`config.mk`:
```
export PLATFORM = sky130hd
export DESIGN_NAME = bsg_channel_narrow_vr
export DESIGN_NICKNAME = d
export VERILOG_FILES = /design/src/rtl/bsg_channel_narrow_vr.sv
export SDC_FILE = /design/constraint.sdc
export NUM_CORES = 1
export LEC_CHECK = 0
export BUFFER_PORTS_ARGS = -buffer_cell sky130_fd_sc_hd__buf_2
export CAP_MARGIN = 40
export CORE_UTILIZATION = 56
export CTS_BUF_LIST = sky130_fd_sc_hd__clkbuf_8
export CTS_CLUSTER_SIZE = 20
export DETAILED_ROUTE_END_ITERATION = 10
export PLACE_DENSITY = 0.86
export SETUP_SLACK_MARGIN = 0.3
export SYNTH_ARGS = -nofsm -noshare
export SYNTH_HDL_FRONTEND = slang
export SYNTH_SLANG_ARGS = --single-unit
export TNS_END_PERCENT = 20
```
`constraint.sdc`:
```
create_clock -name clk_i -period 2.9 [get_ports clk_i]
set_clock_uncertainty 0.05 [all_clocks]
set_input_delay 0.87 -clock clk_i [delete_from_list [all_inputs] [get_ports clk_i]]
set_output_delay 0.87 -clock clk_i [all_outputs]
set_load 0.03 [all_outputs]
```
`src/rtl/bsg_channel_narrow_vr.sv`:
```
// Wide-to-narrow valid/ready channel: one registered wide word out as N beats.
// Optional first_o/last_o beat markers: define BSG_CHANNEL_NARROW_VR_LAST_EN.
module bsg_channel_narrow_vr #(
    parameter int width_in_p   = 16,
    parameter int width_out_p  = 8,
    parameter int lsb_to_msb_p = 1
) (
    input  logic                   clk_i,
    input  logic                   reset_i,
    input  logic [width_in_p-1:0]  data_i,
    input  logic                   v_i,
    output logic                   ready_o,
    output logic [width_out_p-1:0] data_o,
    output logic                   v_o,
    input  logic                   ready_i
`ifdef BSG_CHANNEL_NARROW_VR_LAST_EN
    ,
    output logic                   last_o,
    output logic                   first_o
`endif
);

    localparam int rem_lp = (width_out_p == 0) ? 1 : (width_in_p % width_out_p);
    localparam int els_lp = (width_out_p == 0) ? 1 : (width_in_p / width_out_p);
    localparam int cnt_w_lp = (els_lp > 1) ? $clog2(els_lp) : 1;
    localparam logic [cnt_w_lp-1:0] last_cnt_lp = cnt_w_lp'(els_lp - 1);

    if (width_out_p == 0 || rem_lp != 0) begin : g_bad_width
        $error("width_in_p must be a nonzero multiple of width_out_p");
    end

    typedef enum logic {IDLE, BUSY} state_e;

    state_e                r_state;
    state_e                w_state_n;
    logic [width_in_p-1:0] r_data;
    logic [cnt_w_lp-1:0]   r_count;
    logic                  w_last;
    logic                  w_xfer;
    logic                  w_load;

    assign w_last = (r_count == last_cnt_lp);
    assign w_xfer = v_o & ready_i;
    assign w_load = ready_o & v_i;

    // State register
    always_ff @(posedge clk_i or posedge reset_i) begin
        if (reset_i) r_state <= IDLE;
        else         r_state <= w_state_n;
    end

    // Next state: stay busy across words when a new one arrives on the last beat
    always_comb begin
        w_state_n = r_state;
        unique case (r_state)
            IDLE: if (v_i) w_state_n = BUSY;
            BUSY: if (w_xfer && w_last && !v_i) w_state_n = IDLE;
            default: w_state_n = IDLE;
        endcase
    end

    // Handshake outputs; ready_o opens on the last beat for gapless streaming
    always_comb begin
        v_o     = 1'b0;
        ready_o = 1'b1;
        unique case (r_state)
            IDLE: begin
                v_o     = 1'b0;
                ready_o = 1'b1;
            end
            BUSY: begin
                v_o     = 1'b1;
                ready_o = w_last & ready_i;
            end
            default: begin
                v_o     = 1'b0;
                ready_o = 1'b1;
            end
        endcase
    end

    // Word register and beat counter
    always_ff @(posedge clk_i or posedge reset_i) begin
        if (reset_i) begin
            r_data  <= '0;
            r_count <= '0;
        end else if (w_load) begin
            r_data  <= data_i;
            r_count <= '0;
        end else if (w_xfer) begin
            r_count <= w_last ? '0 : r_count + 1'b1;
        end
    end

    if (els_lp == 1) begin : g_one
        assign data_o = r_data[width_out_p-1:0];
    end else begin : g_many
        logic [els_lp-1:0][width_out_p-1:0] w_slices;
        logic [cnt_w_lp-1:0]                w_idx;
        assign w_slices = r_data;
        assign w_idx    = (lsb_to_msb_p != 0) ? r_count : (last_cnt_lp - r_count);
        assign data_o   = w_slices[w_idx];
    end

`ifdef BSG_CHANNEL_NARROW_VR_LAST_EN
    assign last_o  = v_o & w_last;
    assign first_o = v_o & (r_count == '0);
`endif

endmodule

```
==> results of run 1 <==
## final timing paths
kind / to / depth (start not counted) / startpoint / slack [ns]
max reg2reg: r_state / 3 / g_many.w_idx / 1.38
min reg2reg: g_many.w_slices[0] / 2 / g_many.w_slices[0] / 0.49
max: data_o[4] / 3 / g_many.w_idx / 0.57
min: g_many.w_slices[0] / 2 / g_many.w_slices[0] / 0.49
min in group asynchronous: g_many.w_slices[10] / 2 / reset_i / 0.66
max in group asynchronous: g_many.w_slices[9] / 2 / reset_i / 1.71
## cell type report
cell class | instances | area [sq um]
Clock buffer | 4 | 55.1
Sequential cell | 18 | 450
Tap cell | 16 | 20.0
Inverter | 18 | 67.6
Timing Repair Buffer | 32 | 168
Multi-Input combinational cell | 55 | 405
Fill cell | 129 | 410
## worst max-delay path, cell delays in order (launching register included)
cell	delay, ns
dfrtp_1	0.71
nand2_1	0.11
o21ai_0	0.11
buf_2	0.23
## logic make-up (layout without fill, tap and decap cells)
group / Yosys count / count (layout) / synth area share (%)
simple gates: 28 / 28 / 11.8
buf+inv: 27 / 54 / 14.1
compound gates: 25 / 25 / 26.8
flops: 18 / 18 / 45.2
mux: 2 / 2 / 2.14
## metal layers
layer,up-vias,GRT usage [%]
met3,4,7.35
met1,357,28.5
met4,0,7.27
met2,24,38.5
met5,-,0
li1,389,-
## cells in the final DEF, fill, tap and decap left out, drive strengths merged, types with 4 or more instances in the layout
cell / synthesis / layout
o21ai: 8 / 8
o32ai: 16 / 16
nand2: 25 / 25
dfrtp: 18 / 18
buf: 6 / 32
clkbuf: 3 / 4
inv: 18 / 18
## registers in the layout, summed over array words and instances, names as in the netlist
| signal | flops |
|---|---|
| g_many.w_idx | 1 |
| r_state | 1 |
| g_many.w_slices | 16 |
## through the flow
stage          worst slack [ns]  util, %  cell area [sq um]  total power [mW]  cells
6_report                  0.568     74.0               1170             0.941    143
2_1_floorplan             0.442        -                996             0.658    100
4_1_cts                   0.566     74.0               1170             0.946    143
3_5_place_dp              0.620     70.5               1110             0.740    139
5_1_grt                   0.441     74.0               1170             0.990    143
3_3_place_gp              0.629     70.5               1110             0.726    139
## power by group
group	switching [mW]	internal [mW]	leakage, nW
Combinational	0.216	0.149	0.338
Clock	0.0890	0.121	0.0288
Sequential	0.0443	0.323	0.221
Total	0.349	0.592	0.588
==> metrics.cfg, run 1 <==
[status]
violations = DRC
status = finished, violations left

[clocking]
cts_resized = 0
insertion_delay_ns = 0.25
numCtsBuffers = 3
cts_root_buffer = clkbuf_8
cts_hold_buf = 0
clockBufferDepth = 2
cts.clk_slew.worst_paths_ns = 0.07
h-tree-depth = 1
cts_tree = done
clock-sinks = 18
cts_setup_buffers = 0

[sta]
rsz0062_at_grt = false
hold_viol = 0
worstMarginPinSlew_ns = 0.683
setup_viol = 0
fin_crit_ns = 2.33
setup_tns_ns = 0
relSlewSlack_pct = 54.4
maxSlewViolCount = 0
hold_ws_ns = 0.494
max_freq_mhz = 429
min_period_over_period_pct = 80.4

[synthesis]
ys_types = 18
synth_area_leaders = dfrtp_1, o32ai_2, nand2_1
yosysMostFrequentCell = nand2_1
synth_area_sq_um = 996
synthesis.instances = 100
ys.flop_type = dfrtp_1
synth-edff-count = 0
yosysTopAreaCell = dfrtp_1
synthDominantCellAreaShare_pct = 45.2
synth_fp_nets = 120
synth_area_per_cell_sq_um = 9.96
async_reset_ff_share_pct = 100
yosysSeqAreaShare_pct = 45.2
synth_common_cells = nand2_1, dfrtp_1, inv_1
ys_warn_count = 0
ys_ff_latch = 18

[place]
gp_routability_congestion = 0.742
io_buffers = 29
hpwl_um = 1310

[detailed_routing]
wl_met2_um = 965
routed_via_density = 5.41
vias = 774
wl_um = 1990
met1_length_um = 893
drc = 1
drtIter0Drc = 13
route.met3.wl_um = 109
drtAntennaViolNets = 0
detail_route.first_pass.iterations = 9
wl_per_cell_um = 13.9
topRoutingLayerUsed = met4

[critical_path]
startpoint_type = register
arrival_ns = 1.41
crit_type = register to output pin
path_max_fanout = 19
required_ns = 1.98
end_kind = output pin

[die]
pin_count = 30
core_sq_um = 1580
die_height_um = 44.2
die_x_um = 44.2
rows = 14
initial_core_util_pct = 63.2
die-area_sq_um = 1950

[global_route]
grt_use_total_pct = 23.1
overflow = 0
grt_pass1_wl_um = 3190
grt_max_degree = 21
antenna_found_initial = 0
grt_pass1_vias = 750

[final_layout]
area_growth_pct = 17.1
drive_above_1_share_pct = 39.4
diodes = 0
nets = 148

[power_and_ir_drop]
power_density_nw_per_um2 = 807
vdd_ir_drop_max_mv = 0.499
p_leak_nw = 0.588

[run]
maxCapViolCount = 0

[hold_path]
worstHoldPathType = register to register

Power figures use the tool's default switching activity.
==> inputs of run 2 (changes only) <==
Settings changed: CORE_UTILIZATION 56 to 52, PLACE_DENSITY 0.86 to 0.81.
Clock period 2.9 ns to 2.45 ns, I/O delays scaled along.
==> run 2 against run 1 <==
Net effect:
- the flow now finishes without violations
- via count increased by 2.6%
- combinational power increased by 20%
- worst setup slack got worse by 0.15 ns
- utilization decreased by 7.9 points
- count of clock-buffer cells in the layout decreased by 1
- flip-flop and latch count unchanged
- die area increased by 7.4%
- register-to-register slack got worse by 0.26 ns
- critical endpoint is now data_o[1]
- highest routed layer unchanged
==> metrics.cfg, run 2 (same netlist as run 1, synthesis figures left out) <==
[status]
status = complete, no violations  ; was finished, violations left

[final_layout]
layout_common_cells = buf_2, nand2_1, inv_1  ; was buf_2, nand2_1, inv_1, dfrtp_1, o32ai_2
fin_area_sq_um = 1160  ; was 1170 sq um
drive_above_1_share_pct = 39.7  ; was 39.4%
nets = 148  ; unchanged
largest_register_ff_count = 16  ; unchanged
diodes = 0  ; unchanged
mostFrequentLayoutCell = buf_2  ; unchanged
area_growth_pct = 17.0  ; was 17.1%

[critical_path]
end_kind = output pin  ; unchanged
crit_slowest_cell = dfrtp_2  ; was dfrtp_1
crit_chain = o21ai_0 -> buf_2  ; was nand2_1 -> o21ai_0 -> buf_2
crit_type = register to output pin  ; unchanged
slowest_delay_ns = 0.53  ; was 0.71 ns
required_ns = 1.66  ; was 1.98 ns
path_max_fanout = 19  ; unchanged
startpoint_type = register  ; unchanged
arrival_ns = 1.25  ; was 1.41 ns

[place]
dp_slack_ns = 0.434  ; was 0.620 ns
gp_routability_congestion = 0.721  ; was 0.742
hpwl_um = 1300  ; was 1310 um
place_area_sq_um = 1120  ; was 1110 sq um
io_buffers = 29  ; unchanged

[detailed_routing]
wl_um = 1910  ; was 1990 um
routed_via_density = 5.26  ; was 5.41
vias = 794  ; was 774
drtIter0Drc = 11  ; was 13
drtAntennaViolNets = 0  ; unchanged
drc = 0  ; was 1
wl_per_cell_um = 12.7  ; was 13.9 um
detail_route.first_pass.iterations = 4  ; was 9

[global_route]
met2_usage_pct = 35.7  ; was 38.5%
use_met3_pct = 4.76  ; was 7.35%
top_usage_layer = met2  ; unchanged
grt_use_total_pct = 21.9  ; was 23.1%
antenna_found_initial = 0  ; unchanged
use_met1_pct = 27.5  ; was 28.5%
grt_max_degree = 21  ; unchanged
grt_pass1_wl_um = 3130  ; was 3190 um
overflow = 0  ; unchanged
grt_pass1_vias = 717  ; was 750

[power_and_ir_drop]
p_int_mw = 0.669  ; was 0.592 mW
power_density_nw_per_um2 = 918  ; was 807 nW/um^2
power_frac_seq_pct = 40.5  ; was 39.0%
clockPowerShare_pct = 18.9  ; was 22.3%
sw_frac_of_total_pct = 37.5  ; was 37.1%
power.switching_mw = 0.401  ; was 0.349 mW
vdd_ir_drop_max_mv = 0.492  ; was 0.499 mV
finalPower_mw = 1.07  ; was 0.941 mW
p_leak_nw = 0.579  ; was 0.588 nW
p_comb_share_pct = 40.6  ; was 38.7%

[sta]
worstMarginPinSlew_ns = 0.692  ; was 0.683 ns
max_freq_mhz = 491
maxSlewViolCount = 0  ; unchanged
rsz0062_at_grt = false  ; unchanged
hold_viol = 0  ; unchanged
min_period_over_period_pct = 83.1
setup_viol = 0  ; unchanged
setup_tns_ns = 0  ; unchanged
fin_ws_ns = 0.415  ; was 0.568 ns
relSlewSlack_pct = 53.8  ; was 54.4%
fin_crit_ns = 2.04

[die]
die-area_sq_um = 2090  ; was 1950 sq um
initial_core_util_pct = 56.5  ; was 63.2%
die_height_um = 45.8  ; was 44.2 um
pin_count = 30  ; unchanged
rows = 15  ; was 14
die_x_um = 45.8  ; was 44.2 um
core_sq_um = 1760  ; was 1580 sq um

[clocking]
insertion_delay_ns = 0.25  ; about the same
clockBufferDepth = 2  ; unchanged
cts.clk_slew.worst_paths_ns = 0.06  ; was 0.07 ns
numCtsBuffers = 3  ; unchanged
cts_hold_buf = 0  ; unchanged
cts_root_buffer = clkbuf_8  ; unchanged
cts_tree = done  ; unchanged
clock-sinks = 18  ; unchanged
h-tree-depth = 1  ; unchanged

[hold_path]
worstHoldPathType = register to register  ; unchanged

[run]
maxCapViolCount = 0  ; unchanged

## run 2: changes by cell type in the layout (fill, tap and decap cells not counted), sizes merged
cell / before / now
clkbuf: 4 / 3
## run 2: area by class of cell
cell class,instances,area [sq um]
fill,166,599
timing repair buffer,32,168
tap,25,31.3
multi-input combinational,55,405
sequential,18,452
clock buffer,3,41.3
inverter,18,67.6
## run 2: through the flow
stage / utilization (%) / hold WS [ns] / std cells
3_3_place_gp: 63.6 / 0.479 / 148
3_5_place_dp: 63.6 / 0.483 / 148
2_1_floorplan: - / 0.464 / 100
4_1_cts: 66.0 / 0.494 / 151
5_1_grt: 66.0 / 0.518 / 151
6_report: 66.0 / 0.492 / 151
## run 2: per-layer routing
| metal | vias to the layer above | wire [um] |
|---|---|---|
| met5 | - | 0 |
| met2 | 24 | 905 |
| met3 | 7 | 99 |
| met1 | 373 | 874 |
| met4 | 0 | 31 |
| li1 | 390 | - |
## run 2: final timing paths
kind	to	start	depth (start not counted)	slack (ns)
min reg2reg	g_many.w_slices[14]	g_many.w_slices[14]	2	0.49
max in group asynchronous	g_many.w_idx	reset_i	2	1.34
max reg2reg	r_state	g_many.w_idx	3	1.12
max	data_o[1]	g_many.w_idx	2	0.41
min in group asynchronous	g_many.w_slices[1]	reset_i	2	0.53
min	g_many.w_slices[14]	g_many.w_slices[14]	2	0.49
## run 2: power groups by stage
| stage | registers (mW) | logic (mW) | clock network (mW) |
|---|---|---|---|
| after floorplan | 0.417 | 0.364 | 0 |
| after global placement | 0.434 | 0.427 | 0 |
| after detailed placement | 0.439 | 0.437 | 0 |
| after CTS | 0.435 | 0.440 | 0.209 |
| after global routing | 0.446 | 0.472 | 0.221 |
| final | 0.433 | 0.435 | 0.202 |
## run 2: worst max-delay path, delay by kind of cell (launching register included)
family,cells,cell delay (ns)
AO/OA/AOI/OAI,1,0.24
flip-flops,1,0.53
buffers and inverters,1,0.23
## run 2: timing repair
action                                  in CTS  in global routing
buffers inserted                             0                  0
endpoints found under the setup margin       3                  0
gates resized for setup                      1                  0
==> inputs of run 3 (changes only) <==
Settings changed: ABC_AREA set to 1, CORE_UTILIZATION 52 to 45, PLACE_DENSITY 0.81 to 0.76.
Clock period 2.45 ns to 1.8 ns, I/O delays scaled along.
==> run 3 against run 2 <==
Net effect:
- die area decreased by 1.7%
- sequential power increased by 67%
- register-to-register slack got worse by 0.66 ns
- count of clock-buffer cells in the layout increased by 1
- non-clock buffer count increased by 2
- largest power group unchanged
- highest routed layer unchanged
==> metrics.cfg, run 3 <==
[synthesis]
synth_fp_nets = 128  ; was 120
synth-edff-count = 0  ; unchanged
ys_ff_latch = 18  ; unchanged
ys_types = 11  ; was 18
yosysTopAreaCell = dfrtp_1  ; unchanged
synth_common_cells = nand2_1, dfrtp_1, nand3_1  ; was nand2_1, dfrtp_1, inv_1
synth_area_per_cell_sq_um = 7.84  ; was 9.96 sq um
yosysSeqAreaShare_pct = 53.2  ; was 45.2%
synth_area_leaders = dfrtp_1, nand2_1, nand3_1  ; was dfrtp_1, o32ai_2, nand2_1
yosysMostFrequentCell = nand2_1  ; unchanged
synthDominantCellAreaShare_pct = 53.2  ; was 45.2%
synth_area_sq_um = 847  ; was 996 sq um
ys_warn_count = 0  ; unchanged
synthesis.instances = 108  ; was 100
ys.flop_type = dfrtp_1  ; unchanged
async_reset_ff_share_pct = 100  ; unchanged

[detailed_routing]
drtIter0Drc = 17  ; was 11
routed_via_density = 4.69  ; was 5.26
drtAntennaViolNets = 0  ; unchanged
detail_route.first_pass.iterations = 4  ; unchanged
wl_um = 1810  ; was 1910 um
wl_per_cell_um = 10.9  ; was 12.7 um
vias = 779  ; was 794
drc = 0  ; unchanged

[critical_path]
startpoint_type = register  ; unchanged
arrival_ns = 1.14  ; was 1.25 ns
path_common_cell = nand2_1
required_ns = 1.21  ; was 1.66 ns
crit_type = register to output pin  ; unchanged
crit_chain = buf_12 -> nand2_1 -> nand2_1 -> buf_6  ; was o21ai_0 -> buf_2
end_kind = output pin  ; unchanged
slowest_delay_ns = 0.48  ; was 0.53 ns
path_max_fanout = 6  ; was 19
crit_slowest_cell = dfrtp_2  ; unchanged

[place]
placed_cells = 160  ; was 148
place_area_sq_um = 1010  ; was 1120 sq um
io_buffers = 29  ; unchanged
dp_slack_ns = 0.187  ; was 0.434 ns
hpwl_um = 1220  ; was 1300 um
gp_routability_congestion = 0.762  ; was 0.721

[clocking]
insertion_delay_ns = 0.25  ; about the same
numCtsBuffers = 3  ; unchanged
cts_hold_buf = 0  ; unchanged
cts_root_buffer = clkbuf_8  ; unchanged
clockBufferDepth = 2  ; unchanged
cts_tree = done  ; unchanged
cts.clk_slew.worst_paths_ns = 0.07  ; was 0.06 ns
clock-sinks = 18  ; unchanged
h-tree-depth = 1  ; unchanged

[sta]
min_period_over_period_pct = 95.9
setup_viol = 0  ; unchanged
rsz0062_at_grt = true  ; was false
fin_ws_ns = 0.0736  ; was 0.415 ns
setup_tns_ns = 0  ; unchanged
hold_ws_ns = 0.237  ; was 0.492 ns
hold_viol = 0  ; unchanged
fin_crit_ns = 1.73
maxSlewViolCount = 0  ; unchanged
max_freq_mhz = 579
relSlewSlack_pct = 84.7  ; was 53.8%
worstMarginPinSlew_ns = 0.230  ; was 0.692 ns

[final_layout]
finalNonFillerCells = 166  ; was 151
area_growth_pct = 34.1  ; was 17.0%
layout_common_cells = nand2_1, buf_2, nand3_1, dfrtp_1  ; was buf_2, nand2_1, inv_1
fin_area_sq_um = 1140  ; was 1160 sq um
finalCoreUtilization_pct = 65.1  ; was 66.0%
nets = 162  ; was 148
mostFrequentLayoutCell = nand2_1  ; was buf_2
diodes = 0  ; unchanged
largest_register_ff_count = 16  ; unchanged
drive_above_1_share_pct = 30.5  ; was 39.7%

[global_route]
grt_pass1_vias = 674  ; was 717
grt_use_total_pct = 19.7  ; was 21.9%
antenna_found_initial = 0  ; unchanged
grt_max_degree = 19  ; was 21
grt_pass1_wl_um = 2840  ; was 3130 um
overflow = 0  ; unchanged

[power_and_ir_drop]
power_density_nw_per_um2 = 1910  ; was 918 nW/um^2
finalPower_mw = 2.17  ; was 1.07 mW
vdd_ir_drop_max_mv = 0.977  ; was 0.492 mV
p_leak_nw = 0.664  ; was 0.579 nW

[die]
initial_core_util_pct = 48.5  ; was 56.5%
rows = 15  ; unchanged
die-area_sq_um = 2060  ; was 2090 sq um
pin_count = 30  ; unchanged
die_height_um = 45.4  ; was 45.8 um
core_sq_um = 1750  ; was 1760 sq um
die_x_um = 45.4  ; was 45.8 um

[hold_path]
worstHoldPathType = primary input to async pin  ; was register to register

[status]
status = complete, no violations  ; unchanged

[run]
maxCapViolCount = 0  ; unchanged

## run 3: cell count changes in the layout (fill, tap and decap cells not counted), moves of 2 or more
cell	previous run	this run
buf_2	29	21
nand2_1	25	60
o32ai_2	10	0
nand3_1	0	17
buf_6	0	6
buf_4	3	6
inv_1	18	3
o21ai_0	8	0
nand2_4	0	2
o32ai_1	6	0
## run 3: critical path: cells and delay by family, from the launching register on
kind                   cells  cell delay (ns)
AND/OR/NAND/NOR            2             0.11
flip-flops                 1             0.48
buffers and inverters      2             0.30
## run 3: path summary, 6_finish.rpt
kind	from	end	slack [ns]	cells after the start
setup reg to reg	g_many.w_idx	g_many.w_slices[14]	0.46	6
hold / removal	reset_i	g_many.w_slices[7]	0.24	3
max in group asynchronous	reset_i	g_many.w_idx	1.25	3
min in group clk_i	g_many.w_slices[15]	g_many.w_slices[15]	0.42	2
setup / recovery	g_many.w_idx	data_o[3]	0.07	4
hold reg to reg	g_many.w_slices[15]	g_many.w_slices[15]	0.42	2
## run 3: what timing repair did
item                                    CTS  global route
pin swaps                                 1             0
buffers inserted                          2             0
resized for setup                        16             0
endpoints found under the setup margin    9            10
hold endpoints to repair                  0             0
## run 3: per-layer routing
layer	global-route usage [%]	routed length, um
met2	30.0	860
met1	27.1	876
met3	3.57	59
met5	0	0
met4	9.09	13
## run 3: report_power, final
part	total (mW)	internal (mW)	switching, mW
combinational	1.12	0.455	0.666
sequential	0.724	0.593	0.132
clock	0.324	0.194	0.130
## run 3: layout make-up
class / instances / area [sq um]
Fill cell: 163 / 609
Clock buffer: 4 / 55.1
Timing Repair Buffer: 34 / 238
Inverter: 4 / 17.5
Tap cell: 25 / 31.3
Sequential cell: 18 / 452
Multi-Input combinational cell: 81 / 343
## run 3: kinds of logic after synthesis
group | after synthesis | synth area share, %
buf+inv | 9 | 6.35
simple gates | 81 | 40.5
flops | 18 | 53.2
